File: config.mk
export PLATFORM = sky130hd
export DESIGN_NAME = ram_arbiter_flat
export DESIGN_NICKNAME = d
export VERILOG_FILES = /design/src/rtl/ram_arb_pkg.sv /design/src/rtl/ram_arbiter_if.sv /design/src/rtl/ram_arbiter_rd_return_pipe.sv /design/src/rtl/ram_arbiter.sv /design/src/flat_wrapper.sv
export SDC_FILE = /design/constraint.sdc
export NUM_CORES = 1
export LEC_CHECK = 0
export BUFFER_PORTS_ARGS = -buffer_cell sky130_fd_sc_hd__buf_2
export CAP_MARGIN = 10
export CORE_AREA = 2 2 39 41
export CTS_BUF_LIST = sky130_fd_sc_hd__clkbuf_8 sky130_fd_sc_hd__clkbuf_16
export CTS_CLUSTER_DIAMETER = 50
export DETAILED_ROUTE_END_ITERATION = 8
export DIE_AREA = 0 0 41 43
export GPL_TIMING_DRIVEN = 0
export PLACE_DENSITY = 0.61
export SYNTH_ARGS = -nofsm -noshare
export SYNTH_HDL_FRONTEND = slang
export SYNTH_SLANG_ARGS = --single-unit
File: constraint.sdc
create_clock -name i_clk -period 2.82 [get_ports i_clk]
set_clock_uncertainty 0.05 [all_clocks]
set_input_delay 0.141 -clock i_clk [delete_from_list [all_inputs] [get_ports i_clk]]
set_output_delay 0.141 -clock i_clk [all_outputs]
set_load 0.005 [all_outputs]
File: src/rtl/ram_arb_pkg.sv
// Shared constants and types for the two-port RAM arbiter and its RAM wrapper.
package ram_arb_pkg;

  localparam logic PORT_1 = 1'b0;
  localparam logic PORT_2 = 1'b1;

  localparam int unsigned RAM_ADDR_W = 5;
  localparam int unsigned RAM_DATA_W = 1024;

  typedef struct packed {
    logic valid;
    logic port;
  } rd_entry_t;

  localparam rd_entry_t RD_ENTRY_IDLE = '{valid: 1'b0, port: PORT_1};

endpackage

File: src/rtl/ram_arbiter_if.sv
// Requester handshake and RAM-wrapper control bundle for ram_arbiter.
interface ram_arbiter_if;

  logic req_1;
  logic req_2;
  logic we_1;
  logic we_2;
  logic lock_1;
  logic lock_2;
  logic gnt_1;
  logic gnt_2;
  logic rvalid_1;
  logic rvalid_2;
  logic ram_ena;
  logic ram_read_write;
  logic ram_addr_sel;
  logic ram_out_sel;
  logic busy;

  modport master (
    output req_1, req_2, we_1, we_2, lock_1, lock_2,
    input  gnt_1, gnt_2, rvalid_1, rvalid_2,
    input  ram_ena, ram_read_write, ram_addr_sel, ram_out_sel, busy
  );

  modport slave (
    input  req_1, req_2, we_1, we_2, lock_1, lock_2,
    output gnt_1, gnt_2, rvalid_1, rvalid_2,
    output ram_ena, ram_read_write, ram_addr_sel, ram_out_sel, busy
  );

endinterface

File: src/rtl/ram_arbiter_rd_return_pipe.sv
// RD_LAT-deep read-return tracker: tags each granted read with its port and
// presents the tag at the tail when the RAM data is due.
module rd_return_pipe
  import ram_arb_pkg::*;
#(
  parameter int unsigned RD_LAT = 1
) (
  input  logic      i_clk,
  input  logic      i_reset,
  input  rd_entry_t i_push,
  output rd_entry_t o_tail,
  output logic      o_out_sel,
  output logic      o_busy
);

  rd_entry_t r_pipe [RD_LAT];
  rd_entry_t w_next_tail;
  logic      r_out_sel;

  always_ff @(posedge i_clk) begin
    if (!i_reset) begin
      for (int unsigned i = 0; i < RD_LAT; i++) begin
        r_pipe[i] <= RD_ENTRY_IDLE;
      end
    end else begin
      r_pipe[0] <= i_push;
      for (int unsigned i = 1; i < RD_LAT; i++) begin
        r_pipe[i] <= r_pipe[i-1];
      end
    end
  end

  // Entry about to reach the tail; out_sel is loaded from it so the mux
  // setting is registered yet already correct in the rvalid cycle.
  generate
    if (RD_LAT == 1) begin : g_lat1
      assign w_next_tail = i_push;
    end else begin : g_latn
      assign w_next_tail = r_pipe[RD_LAT-2];
    end
  endgenerate

  always_ff @(posedge i_clk) begin
    if (!i_reset) begin
      r_out_sel <= PORT_1;
    end else if (w_next_tail.valid) begin
      r_out_sel <= w_next_tail.port;
    end
  end

  always_comb begin
    o_busy = 1'b0;
    for (int unsigned i = 0; i < RD_LAT; i++) begin
      o_busy = o_busy | r_pipe[i].valid;
    end
  end

  assign o_tail    = r_pipe[RD_LAT-1];
  assign o_out_sel = r_out_sel;

endmodule

File: src/rtl/ram_arbiter.sv
// Round-robin two-port arbiter with optional per-port lock, sequencing
// accesses to the shared single-port RAM wrapper.
module ram_arbiter
  import ram_arb_pkg::*;
#(
  parameter int unsigned RD_LAT = 1
) (
  input  logic          i_clk,
  input  logic          i_reset,
  ram_arbiter_if.slave  bus
);

  logic      r_last;
  logic      r_locked;
  logic      r_lock_owner;

  logic [1:0] w_req;
  logic [1:0] w_we;
  logic [1:0] w_lock;
  logic [1:0] w_gnt;
  logic       w_any;
  logic       w_gnt_port;
  rd_entry_t  w_push;
  rd_entry_t  w_tail;
  logic       w_out_sel;
  logic       w_busy;

  assign w_req  = {bus.req_2,  bus.req_1};
  assign w_we   = {bus.we_2,   bus.we_1};
  assign w_lock = {bus.lock_2, bus.lock_1};

  always_comb begin
    w_gnt = '0;
    if (!i_reset) begin
      w_gnt = '0;
    end else if (r_locked && w_req[r_lock_owner]) begin
      w_gnt[r_lock_owner] = 1'b1;
    end else if (w_req == 2'b11) begin
      w_gnt[~r_last] = 1'b1;
    end else begin
      w_gnt = w_req;
    end
  end

  assign w_any      = |w_gnt;
  assign w_gnt_port = w_gnt[1];

  // Lock drops on an idle edge only when the owner stopped requesting; any
  // grant re-samples the lock of whichever port won.
  always_ff @(posedge i_clk) begin
    if (!i_reset) begin
      r_last       <= PORT_2;
      r_locked     <= 1'b0;
      r_lock_owner <= PORT_1;
    end else if (w_any) begin
      r_last       <= w_gnt_port;
      r_locked     <= w_lock[w_gnt_port];
      r_lock_owner <= w_gnt_port;
    end else if (r_locked && !w_req[r_lock_owner]) begin
      r_locked     <= 1'b0;
    end
  end

  always_comb begin
    w_push = RD_ENTRY_IDLE;
    if (w_any && !w_we[w_gnt_port]) begin
      w_push.valid = 1'b1;
      w_push.port  = w_gnt_port;
    end
  end

  rd_return_pipe #(
    .RD_LAT (RD_LAT)
  ) u_rd_return_pipe (
    .i_clk     (i_clk),
    .i_reset   (i_reset),
    .i_push    (w_push),
    .o_tail    (w_tail),
    .o_out_sel (w_out_sel),
    .o_busy    (w_busy)
  );

  assign bus.gnt_1          = w_gnt[0];
  assign bus.gnt_2          = w_gnt[1];
  assign bus.ram_ena        = w_any;
  assign bus.ram_read_write = w_any & w_we[w_gnt_port];
  assign bus.ram_addr_sel   = w_gnt[1];
  assign bus.ram_out_sel    = w_out_sel;
  assign bus.busy           = w_busy;
  assign bus.rvalid_1       = i_reset & w_tail.valid & (w_tail.port == PORT_1);
  assign bus.rvalid_2       = i_reset & w_tail.valid & (w_tail.port == PORT_2);

endmodule
File: src/flat_wrapper.sv
// flat-port wrapper written by rule: the top's interface ports become plain ports
module ram_arbiter_flat import ram_arb_pkg::*;
#(
  parameter int unsigned RD_LAT = 1
)
  (i_clk, i_reset, bus_req_1, bus_req_2, bus_we_1, bus_we_2, bus_lock_1, bus_lock_2, bus_gnt_1, bus_gnt_2, bus_rvalid_1, bus_rvalid_2, bus_ram_ena, bus_ram_read_write, bus_ram_addr_sel, bus_ram_out_sel, bus_busy);
  ram_arbiter_if bus_i ();
  input  logic i_clk;
  input  logic i_reset;
  input wire logic [$bits(bus_i.req_1)-1:0] bus_req_1;
  input wire logic [$bits(bus_i.req_2)-1:0] bus_req_2;
  input wire logic [$bits(bus_i.we_1)-1:0] bus_we_1;
  input wire logic [$bits(bus_i.we_2)-1:0] bus_we_2;
  input wire logic [$bits(bus_i.lock_1)-1:0] bus_lock_1;
  input wire logic [$bits(bus_i.lock_2)-1:0] bus_lock_2;
  output wire logic [$bits(bus_i.gnt_1)-1:0] bus_gnt_1;
  output wire logic [$bits(bus_i.gnt_2)-1:0] bus_gnt_2;
  output wire logic [$bits(bus_i.rvalid_1)-1:0] bus_rvalid_1;
  output wire logic [$bits(bus_i.rvalid_2)-1:0] bus_rvalid_2;
  output wire logic [$bits(bus_i.ram_ena)-1:0] bus_ram_ena;
  output wire logic [$bits(bus_i.ram_read_write)-1:0] bus_ram_read_write;
  output wire logic [$bits(bus_i.ram_addr_sel)-1:0] bus_ram_addr_sel;
  output wire logic [$bits(bus_i.ram_out_sel)-1:0] bus_ram_out_sel;
  output wire logic [$bits(bus_i.busy)-1:0] bus_busy;
  assign bus_i.req_1 = bus_req_1;
  assign bus_i.req_2 = bus_req_2;
  assign bus_i.we_1 = bus_we_1;
  assign bus_i.we_2 = bus_we_2;
  assign bus_i.lock_1 = bus_lock_1;
  assign bus_i.lock_2 = bus_lock_2;
  assign bus_gnt_1 = bus_i.gnt_1;
  assign bus_gnt_2 = bus_i.gnt_2;
  assign bus_rvalid_1 = bus_i.rvalid_1;
  assign bus_rvalid_2 = bus_i.rvalid_2;
  assign bus_ram_ena = bus_i.ram_ena;
  assign bus_ram_read_write = bus_i.ram_read_write;
  assign bus_ram_addr_sel = bus_i.ram_addr_sel;
  assign bus_ram_out_sel = bus_i.ram_out_sel;
  assign bus_busy = bus_i.busy;
  ram_arbiter #(.RD_LAT(RD_LAT)) u_core (.i_clk(i_clk), .i_reset(i_reset), .bus(bus_i));
endmodule
==> impl_results.md <==
* Row Count at 14
* Met1 Track Usage GR at 10.0%
* RSZ-0062 raised after global routing: no
* Register area share after synthesis at 35.3%
* Post-route setup slack at 1240 ps
* M2 GR Usage at 16.9%
* Grt met3 use at 6.28%
* Hold Path Class: input port to register
* Crit path DAT at 1390 ps
* Setup Buffers After CTS at 0
* Vias per cell at 4.53
* Syn avg cell area at 8.10 um^2
* Slew headroom at 78.7%
* Async SR Flop Fraction at 0%
* Synthesized instance count at 42
* Drt initial violations at 3
* Total CTS buffers at 3
* Core Area at 0.00138 mm^2
* Synth Flop Type: dfxtp_1
* Largest net degree at the start of global routing at 11
* Clock Pin Slew Worst Setup and Hold Paths at 40 ps
* Critical path peak fanout at 6
* Area growth, synth to finish at 38.6%
* CTS tree: done
* Final setup violation count at 0
* Clk sink count at 6
* Power Density at 574 mW/mm^2
* Status: completed
* Max VDD drop at 0.243 mV
* DR DRC count at 0
* CP Capture Type: output port
* Leak at 0.248 nW
* Most frequent cells after synthesis: dfxtp_1 (6), nand2_1 (6), inv_1 (3), nor2b_1 (3), o21ai_1 (3)
* Setup CP Type: register to output port
* Hold_buf cts at 0
* GPL Wtd Cong at 0.689
* Final net count at 69
* Synth top area share at 35.3%
* Layout fillers at 153
* Highest clock rate at 0.632 GHz
* Clock root cell: clkbuf_8
* Starting Density at 24.6%
* Synth Warn # at 0
* Worst slew pin tran at 318 ps
* Syn_nets at 50
* Fin crit period at 1580 ps
* WL final at 769 um
* Yosys reg bits at 6
* Power, Total at 0.271 mW
* Hold Slack at 83.3 ps
* Part of the cycle the worst path needs at 56.1%
* Total gr overflow at 0
* Die ar. at 0.00176 mm^2
* N_diodes at 0
* Vias in the first global route at 301
* First drt pass iteration count at 4
* Clock latency on the worst-skew pair at 220 ps
* Port bufs at 14
* Post-route insts no fill at 75
* Busiest layer in global routing: met2
* Ports at 17
* Share of post-route cells with drive strength above 1 at 44.1%
* WL/cell at 10.3 um
* Die X at 41 um
* Placed cells at 72
* Final hold violation count at 0
* Post-CTS sizing at 0
* DP HPWL at 581 um
* Antenna Violating Nets Remaining at 0
* Die Y at 43 um
* Yosys top cell by area: dfxtp_1
* First-pass GRT wire length at 1190 um
* Aggregate global-route resource usage at 10.1%
* Synth cell types at 21
* H-Tree Depth at 1
* Clock buffer depth at 2
* Setup TNS at 0 ps
* Routed via count at 340
* CP startpoint kind: register
* Initial antenna violation count at 0
* Max-slew violation count at 0
* EDFF count, synth at 0
* CP Data Required Time at 2630 ps
* Synth area leaders: dfxtp_1 (35%), nand2_1 (6.6%), o311a_1 (5.9%)
* Final Instance Area at 472 um^2
* Final core occ at 34.1%
* Pre-CTS setup slack at 1500 ps
* Number of max-cap violations at 0
* Placed cell areas at 430 um^2
* Syn Std Cell Area at 340 um^2
==> layout make-up <==
type | count | area, um^2 | area share [%]
multi-input cells | 28 | 184 | 39.0
flip-flops and latches | 6 | 120 | 25.5
repair buffers | 14 | 70.1 | 14.9
clock buffers | 3 | 41.3 | 8.75
well taps | 16 | 20.0 | 4.24
inverters | 5 | 18.8 | 3.98
plain buffers | 3 | 17.5 | 3.71
==> placed cells by master, fill, tap and decap left out, types with 2 or more instances in the layout <==
master	n
buf_2	16
nand2_1	6
dfxtp_1	6
nor2b_1	3
inv_1	3
o21ai_1	3
clkbuf_8	3
inv_2	2
o311a_1	2
o2111ai_1	2
nor2_1	2
==> power breakdown <==
part	total, mW	internal [mW]	switching [mW]
Sequential	0.0960	0.0917	0.00423
Combinational	0.0469	0.0223	0.0245
Clock	0.128	0.0916	0.0361
Total	0.271	0.206	0.0649
==> logic make-up after synthesis <==
kind of cell / share of synthesized area, %
simple gates: 25.0
compound gates: 26.1
buf+inv: 10.7
flops: 35.3
mux: 2.94
==> routing by layer <==
| layer | share of wire [%] | up-vias |
|---|---|---|
| met5 | 0 | - |
| met4 | 0 | 0 |
| met3 | 8.2 | 0 |
| met2 | 50 | 11 |
| met1 | 42 | 150 |
| li1 | - | 179 |
==> final timing paths <==
check | depth (start not counted) | startpoint | endpoint | slack, ps
worst max-delay path | 6 | u_core.r_last | bus_ram_addr_sel | 1240
worst min register to register | 2 | u_core.u_rd_return_pipe.o_out_sel | u_core.u_rd_return_pipe.o_out_sel | 430
worst min-delay path | 2 | bus_we_2 | u_core.u_rd_return_pipe.r_pipe[0][0] | 80
worst max register to register | 4 | u_core.r_last | u_core.u_rd_return_pipe.r_pipe[0][1] | 1620
==> flip-flops by register name, summed over array words and instances, names as in the netlist <==
name,flops
u_core.r_locked,1
u_core.r_lock_owner,1
u_core.u_rd_return_pipe.r_pipe,2
u_core.u_rd_return_pipe.o_out_sel,1
u_core.r_last,1
==> worst max-delay path, cell delays in order, from the launching register on <==
cell and delay, ps:
dfxtp_1 320, nor2b_1 300, o21ai_2 110, nand3_2 150, inv_2 50, buf_4 120, buf_2 110
Note: power is estimated with default switching activity, not from simulation.
